$ cat src/rtl/knn_pkg.sv
// Shared definitions for the k-nearest-neighbour core: FSM encoding,
// drain length and a constant-foldable ceil(log2) helper.
package knn_pkg;

    typedef enum logic [1:0] {
        ST_IDLE  = 2'd0,
        ST_RUN   = 2'd1,
        ST_DRAIN = 2'd2,
        ST_DONE  = 2'd3
    } knn_state_t;

    // Cycles spent after the last handshake so the distance and insert
    // stages can retire the final point before DONE is raised.
    localparam int DRAIN_CYCLES = 2;

    function automatic int clog2(input int value);
        int result;
        int rem;
        result = 0;
        rem    = value - 1;
        while (rem > 0) begin
            result = result + 1;
            rem    = rem >> 1;
        end
        return result;
    endfunction

endpackage

$ cat src/rtl/knn_insert_list.sv
// K-entry sorted list of (distance, index) pairs, ascending by distance.
// One insertion per cycle; equal distances keep the earlier arrival first.
module knn_insert_list
    import knn_pkg::*;
#(
    parameter int K      = 6,
    parameter int DATA_W = 32,
    parameter int IDX_W  = 8
) (
    input  logic                     clk,
    input  logic                     rst_n,
    input  logic                     clear,
    input  logic                     ins_valid,
    input  logic [DATA_W-1:0]        ins_dist,
    input  logic [IDX_W-1:0]         ins_idx,
    output logic [K*DATA_W-1:0]      list_dist,
    output logic [K*IDX_W-1:0]       list_idx,
    output logic [clog2(K+1)-1:0]    fill
);

    localparam int FILL_W = clog2(K + 1);

    logic [K-1:0][DATA_W-1:0] dist_reg;
    logic [K-1:0][DATA_W-1:0] dist_next;
    logic [K-1:0][IDX_W-1:0]  idx_reg;
    logic [K-1:0][IDX_W-1:0]  idx_next;
    logic [FILL_W-1:0]        fill_reg;
    logic [FILL_W-1:0]        fill_next;

    // gt[i]: the new entry belongs at or before slot i. Empty slots always
    // qualify, so an all-ones distance can still land in an unused slot.
    logic [K-1:0]             gt;

    generate
        for (genvar gi = 0; gi < K; gi++) begin : g_entry
            logic              shift_in;
            logic [DATA_W-1:0] prev_dist;
            logic [IDX_W-1:0]  prev_idx;

            if (gi == 0) begin : g_head
                assign shift_in  = 1'b0;
                assign prev_dist = '1;
                assign prev_idx  = '0;
            end else begin : g_body
                assign shift_in  = gt[gi-1];
                assign prev_dist = dist_reg[gi-1];
                assign prev_idx  = idx_reg[gi-1];
            end

            assign gt[gi] = (gi >= int'(fill_reg)) || (dist_reg[gi] > ins_dist);

            // Slot takes the new entry where gt first rises, otherwise
            // shifts its upper neighbour down once the insertion point is above.
            assign dist_next[gi] = (ins_valid && gt[gi])
                                 ? (shift_in ? prev_dist : ins_dist)
                                 : dist_reg[gi];
            assign idx_next[gi]  = (ins_valid && gt[gi])
                                 ? (shift_in ? prev_idx : ins_idx)
                                 : idx_reg[gi];
        end
    endgenerate

    assign fill_next = (ins_valid && (int'(fill_reg) < K)) ? fill_reg + 1'b1 : fill_reg;

    always_ff @(posedge clk or negedge rst_n) begin
        if (!rst_n) begin
            dist_reg <= '1;
            idx_reg  <= '0;
            fill_reg <= '0;
        end else if (clear) begin
            dist_reg <= '1;
            idx_reg  <= '0;
            fill_reg <= '0;
        end else begin
            dist_reg <= dist_next;
            idx_reg  <= idx_next;
            fill_reg <= fill_next;
        end
    end

    assign list_dist = dist_reg;
    assign list_idx  = idx_reg;
    assign fill      = fill_reg;

endmodule

$ cat src/rtl/knn_core_param.sv
// Streaming k-nearest-neighbour core: accepts data points, computes the
// absolute distance to a latched test point and keeps the K closest.
module knn_core_param
    import knn_pkg::*;
#(
    parameter int DATA_W = 32,
    parameter int K      = 6,
    parameter int IDX_W  = 8
) (
    input  logic                     clk,
    input  logic                     rst_n,
    input  logic                     knn_start,
    input  logic [DATA_W-1:0]        knn_test_pt,
    input  logic                     knn_dp_valid,
    input  logic [DATA_W-1:0]        knn_dp,
    input  logic                     knn_dp_last,
    output logic                     knn_dp_ready,
    output logic [K*DATA_W-1:0]      knn_dist_out,
    output logic [K*IDX_W-1:0]       knn_idx_out,
    output logic [clog2(K+1)-1:0]    knn_fill,
    output logic                     knn_done,
    output logic                     knn_ovf
);

    localparam int DRAIN_W = clog2(DRAIN_CYCLES + 1);

    knn_state_t          state_reg;
    logic [DATA_W-1:0]   test_pt_reg;
    logic [IDX_W-1:0]    idx_cnt_reg;
    logic                wrap_reg;
    logic                ovf_reg;
    logic                ready_reg;
    logic                done_reg;
    logic [DRAIN_W-1:0]  drain_cnt_reg;

    logic                s1_valid_reg;
    logic [DATA_W-1:0]   s1_dist_reg;
    logic [IDX_W-1:0]    s1_idx_reg;

    logic                accept;
    logic                list_clear;
    logic [DATA_W-1:0]   dp_dist;

    // ready_reg is only ever high in RUN, so it doubles as the state qualifier.
    assign accept     = knn_dp_valid && ready_reg;
    assign list_clear = knn_start && ((state_reg == ST_IDLE) || (state_reg == ST_DONE));
    assign dp_dist    = (knn_dp >= test_pt_reg) ? (knn_dp - test_pt_reg)
                                                : (test_pt_reg - knn_dp);

    always_ff @(posedge clk or negedge rst_n) begin
        if (!rst_n) begin
            state_reg     <= ST_IDLE;
            test_pt_reg   <= '0;
            idx_cnt_reg   <= '0;
            wrap_reg      <= 1'b0;
            ovf_reg       <= 1'b0;
            ready_reg     <= 1'b0;
            done_reg      <= 1'b0;
            drain_cnt_reg <= '0;
            s1_valid_reg  <= 1'b0;
            s1_dist_reg   <= '0;
            s1_idx_reg    <= '0;
        end else begin
            s1_valid_reg <= accept;
            if (accept) begin
                s1_dist_reg <= dp_dist;
                s1_idx_reg  <= idx_cnt_reg;
                idx_cnt_reg <= idx_cnt_reg + 1'b1;
                // wrap_reg marks that every later point carries a reused index.
                if (&idx_cnt_reg) begin
                    wrap_reg <= 1'b1;
                end
                if (wrap_reg) begin
                    ovf_reg <= 1'b1;
                end
            end

            case (state_reg)
                ST_IDLE, ST_DONE: begin
                    if (knn_start) begin
                        test_pt_reg <= knn_test_pt;
                        idx_cnt_reg <= '0;
                        wrap_reg    <= 1'b0;
                        ovf_reg     <= 1'b0;
                        done_reg    <= 1'b0;
                        ready_reg   <= 1'b1;
                        state_reg   <= ST_RUN;
                    end
                end
                ST_RUN: begin
                    if (accept && knn_dp_last) begin
                        ready_reg     <= 1'b0;
                        drain_cnt_reg <= '0;
                        state_reg     <= ST_DRAIN;
                    end
                end
                ST_DRAIN: begin
                    if (drain_cnt_reg == DRAIN_W'(DRAIN_CYCLES - 1)) begin
                        done_reg  <= 1'b1;
                        state_reg <= ST_DONE;
                    end else begin
                        drain_cnt_reg <= drain_cnt_reg + 1'b1;
                    end
                end
                default: begin
                    state_reg <= ST_IDLE;
                end
            endcase
        end
    end

    knn_insert_list #(
        .K      (K),
        .DATA_W (DATA_W),
        .IDX_W  (IDX_W)
    ) u_list (
        .clk       (clk),
        .rst_n     (rst_n),
        .clear     (list_clear),
        .ins_valid (s1_valid_reg),
        .ins_dist  (s1_dist_reg),
        .ins_idx   (s1_idx_reg),
        .list_dist (knn_dist_out),
        .list_idx  (knn_idx_out),
        .fill      (knn_fill)
    );

    assign knn_dp_ready = ready_reg;
    assign knn_done     = done_reg;
    assign knn_ovf      = ovf_reg;

endmodule

$ cat config.mk
export PLATFORM = sky130hd
export DESIGN_NAME = knn_core_param
export DESIGN_NICKNAME = d
export VERILOG_FILES = /design/src/rtl/knn_pkg.sv /design/src/rtl/knn_insert_list.sv /design/src/rtl/knn_core_param.sv
export SDC_FILE = /design/constraint.sdc
export NUM_CORES = 1
export LEC_CHECK = 0
export ABC_CLOCK_PERIOD_IN_PS = 4500
export CAP_MARGIN = 20
export CORE_MARGIN = 4
export CORE_UTILIZATION = 60
export DETAILED_ROUTE_END_ITERATION = 12
export PLACE_DENSITY = 0.86
export SLEW_MARGIN = 20
export SYNTH_ARGS = -nofsm -noshare
export SYNTH_HDL_FRONTEND = slang
export SYNTH_SLANG_ARGS = --single-unit
$ cat constraint.sdc
create_clock -name clk -period 4.5 [get_ports clk]
set_input_delay 0.675 -clock clk [delete_from_list [all_inputs] [get_ports clk]]
set_output_delay 0.675 -clock clk [all_outputs]
set_load 0.005 [all_outputs]
==> impl_metrics.yaml <==
run_status:
  outcome: "completed"
synthesis:
  avgSynthCellArea_um2: 10.0
  synth-edff-count: 0
  synth-main-ff-cell: "dfstp_2"
  async_flop_share_pct: 100
  yosys_warnings: 0
  syn_inst: 2249
  syn_nets: 2582
  synth_seq_cells: 332
  yosysUniqueCellTypes: 89
  syn_area_um2: 22600
  synth-seq-area-share_pct: 37.9
clock_network:
  cts_hold_buf: 0
  cts_tree: "built"
  clk_latency_ns: 0.60
  root_buffer: "clkbuf_16"
  clock_sinks: 332
  h-tree-depth: 2
  cts_buffer_depth: 3
  clk_pin_slew_ns: 0.06
  cts_setup_buffers: 0
  cts_buffers: 39
  postCtsResizedCells: 0
power:
  ir_drop_mv: 0.563
  cellLeakagePower_nw: 12.8
  powerDensity_nw_per_um2: 852
detailed_routing:
  antenna_left: 0
  vias: 20500
  dr_wl_met2_mm: 36.7
  drc: 0
  first_pass_iters: 7
  wl_per_cell_um: 25.1
  drt_iter0_drc: 1620
  wl_met3_mm: 6.85
  wl_met1_mm: 29.6
  top_layer_used: "met4"
  viasPerCell: 6.61
  wirelength_mm: 77.8
grt:
  grt_pass1_vias: 21000
  grt_use_total_pct: 37.1
  grt_max_degree: 116
  grt-ovfl-total: 0
  grt_pass1_wl_mm: 120
  grt_antenna_before_repair: 0
cells_and_area:
  syn_to_final_growth_pct: 23.4
  instances_no_fill: 3097
  nets: 2895
  finish.utilization_pct: 75.6
  multi_input_comb_area_um2: 13100
  register_area_um2: 8550
  fillers: 2534
  drive_gt1_share_pct: 14.5
  largest_reg_flops: 160
  diodes: 0
  final_common_cell: "clkdlybuf4s50_1"
  most-common-layout-cells: "clkdlybuf4s50_1 (313), ha_1 (262), mux2i_1 (224), dfstp_2 (192), nand2_1 (172)"
setup_path:
  criticalPathCategory: "reg -> reg"
  endpoint_kind: "flop"
  ff2ff_setup_slack_ns: 0.27
  critPathRequiredTime_ns: 4.96
  cp.arrival_ns: 4.69
  crit_fanout: 22
  start_kind: "flop"
placement:
  dpl.hpwl_mm: 58.4
  routabilityCongestion: 0.959
  place_ws_ns: 0.193
  placedCellCount: 3025
  port_buffers: 314
sta:
  post-route-min-period_ns: 4.23
  worst_pin_slew_ns: 1.01
  fin_crit_sh_pct: 93.9
  tns_ns: 0
  rsz0062_at_grt: "false"
  worst_hold_slack_ns: 0.179
  hold_viol: 0
  max_freq_mhz: 237
  fin_ws_ns: 0.275
  relSlewSlack_pct: 32.4
  skew_ns: 0.0372
  setup_viol: 0
  slew_viol_final: 0
min_path:
  min_path_type: "in -> async"
die:
  io_pins: 315
  initial_utilization_pct: 61.2
  die_h_um: 202
  core-area_um2: 36900
  die_width_um: 202
  rows: 70
  dieArea_um2: 40800
job:
  cap_viol_max_count: 0
==> metrics by stage <==
step | power (mW) | cell area, um2
final | 23.7 | 27900
after global routing | 25.2 | 27900
after CTS | 23.5 | 27900
after detailed placement | 20.1 | 26600
after global placement | 19.5 | 26600
after floorplan | 14.4 | 22600
==> synthesized netlist by cell type (all sizes together) (5+ instances only) <==
cell | count | area (um2)
ha | 262 | 3280
mux2i | 225 | 2260
dfstp | 192 | 5040
nand2 | 175 | 659
dfrtp | 140 | 3500
a2bb2oi | 125 | 1090
a21oi | 123 | 631
inv | 123 | 462
o21ai | 117 | 586
a21o | 102 | 766
nor2 | 92 | 345
buf | 64 | 352
clkbuf | 60 | 225
nand4 | 56 | 357
o211ai | 48 | 365
a31oi | 45 | 288
o2bb2ai | 33 | 289
o21a | 21 | 158
nor2b | 19 | 119
xnor2 | 19 | 166
nand3 | 16 | 85.1
xor2 | 16 | 140
a211oi | 12 | 95.1
nand2b | 12 | 75.1
nor3 | 12 | 60.1
or3 | 11 | 68.8
o41ai | 10 | 87.6
nor4 | 9 | 62.6
o21bai | 8 | 60.1
and4 | 7 | 61.3
or2 | 7 | 43.8
or4 | 7 | 56.3
a22oi | 6 | 45.0
o31ai | 6 | 45.0
a21boi | 5 | 37.5
and2 | 5 | 31.3
o22ai | 5 | 31.3
==> final cells by class <==
type | count | area share (%)
clock inverters | 16 | 0.700
flip-flops and latches | 332 | 30.7
repair buffers | 396 | 13.9
well taps | 504 | 2.26
inverters | 123 | 1.66
multi-input cells | 1670 | 47.0
clock buffers | 56 | 3.84
==> critical path, stage by stage (launching register included) <==
cell and delay [ns]:
dfrtp_1 0.52, inv_1 0.25, ha_1 0.36, nand4_1 0.25
or4_1 0.67, or4_4 0.54, nand2_2 0.12, buf_4 0.43
buf_4 0.46, mux2i_1 0.17, o41ai_1 0.32
==> where the power goes <==
part / internal [mW] / switching, mW
clock: 1.85 / 1.38
sequential: 4.74 / 1.58
combinational: 6.44 / 7.74
total: 13.0 / 10.7
==> path summary, 6_finish.rpt <==
kind / start / end / cells after the start
setup reg to reg: s1_dist_reg[27] / u_list.list_idx[47] / 10
setup / recovery: s1_dist_reg[27] / u_list.list_idx[47] / 10
min in group clk: u_list.list_dist[166] / u_list.list_dist[166] / 2
max in group asynchronous: rst_n / u_list.g_entry[2].prev_dist[0] / 2
hold / removal: rst_n / knn_dp_ready / 1
hold reg to reg: u_list.list_dist[166] / u_list.list_dist[166] / 2
==> metal layers <==
layer / track usage [%] / vias up
met5: 0 / -
met4: 18.8 / 0
met3: 9.05 / 306
met2: 61.1 / 1088
met1: 45.5 / 10100
li1: - / 9012
==> cells by family after synthesis <==
logic type | share of synthesized area [%]
muxes | 10.1
AOI/OAI and AO/OA | 22.0
xor gates and xnor gates | 1.36
DFF | 37.9
and+or+nand+nor | 9.34
buffers and inverters | 4.60
adders and majority gates | 14.7
No activity file was read; power rests on OpenSTA's default activity.
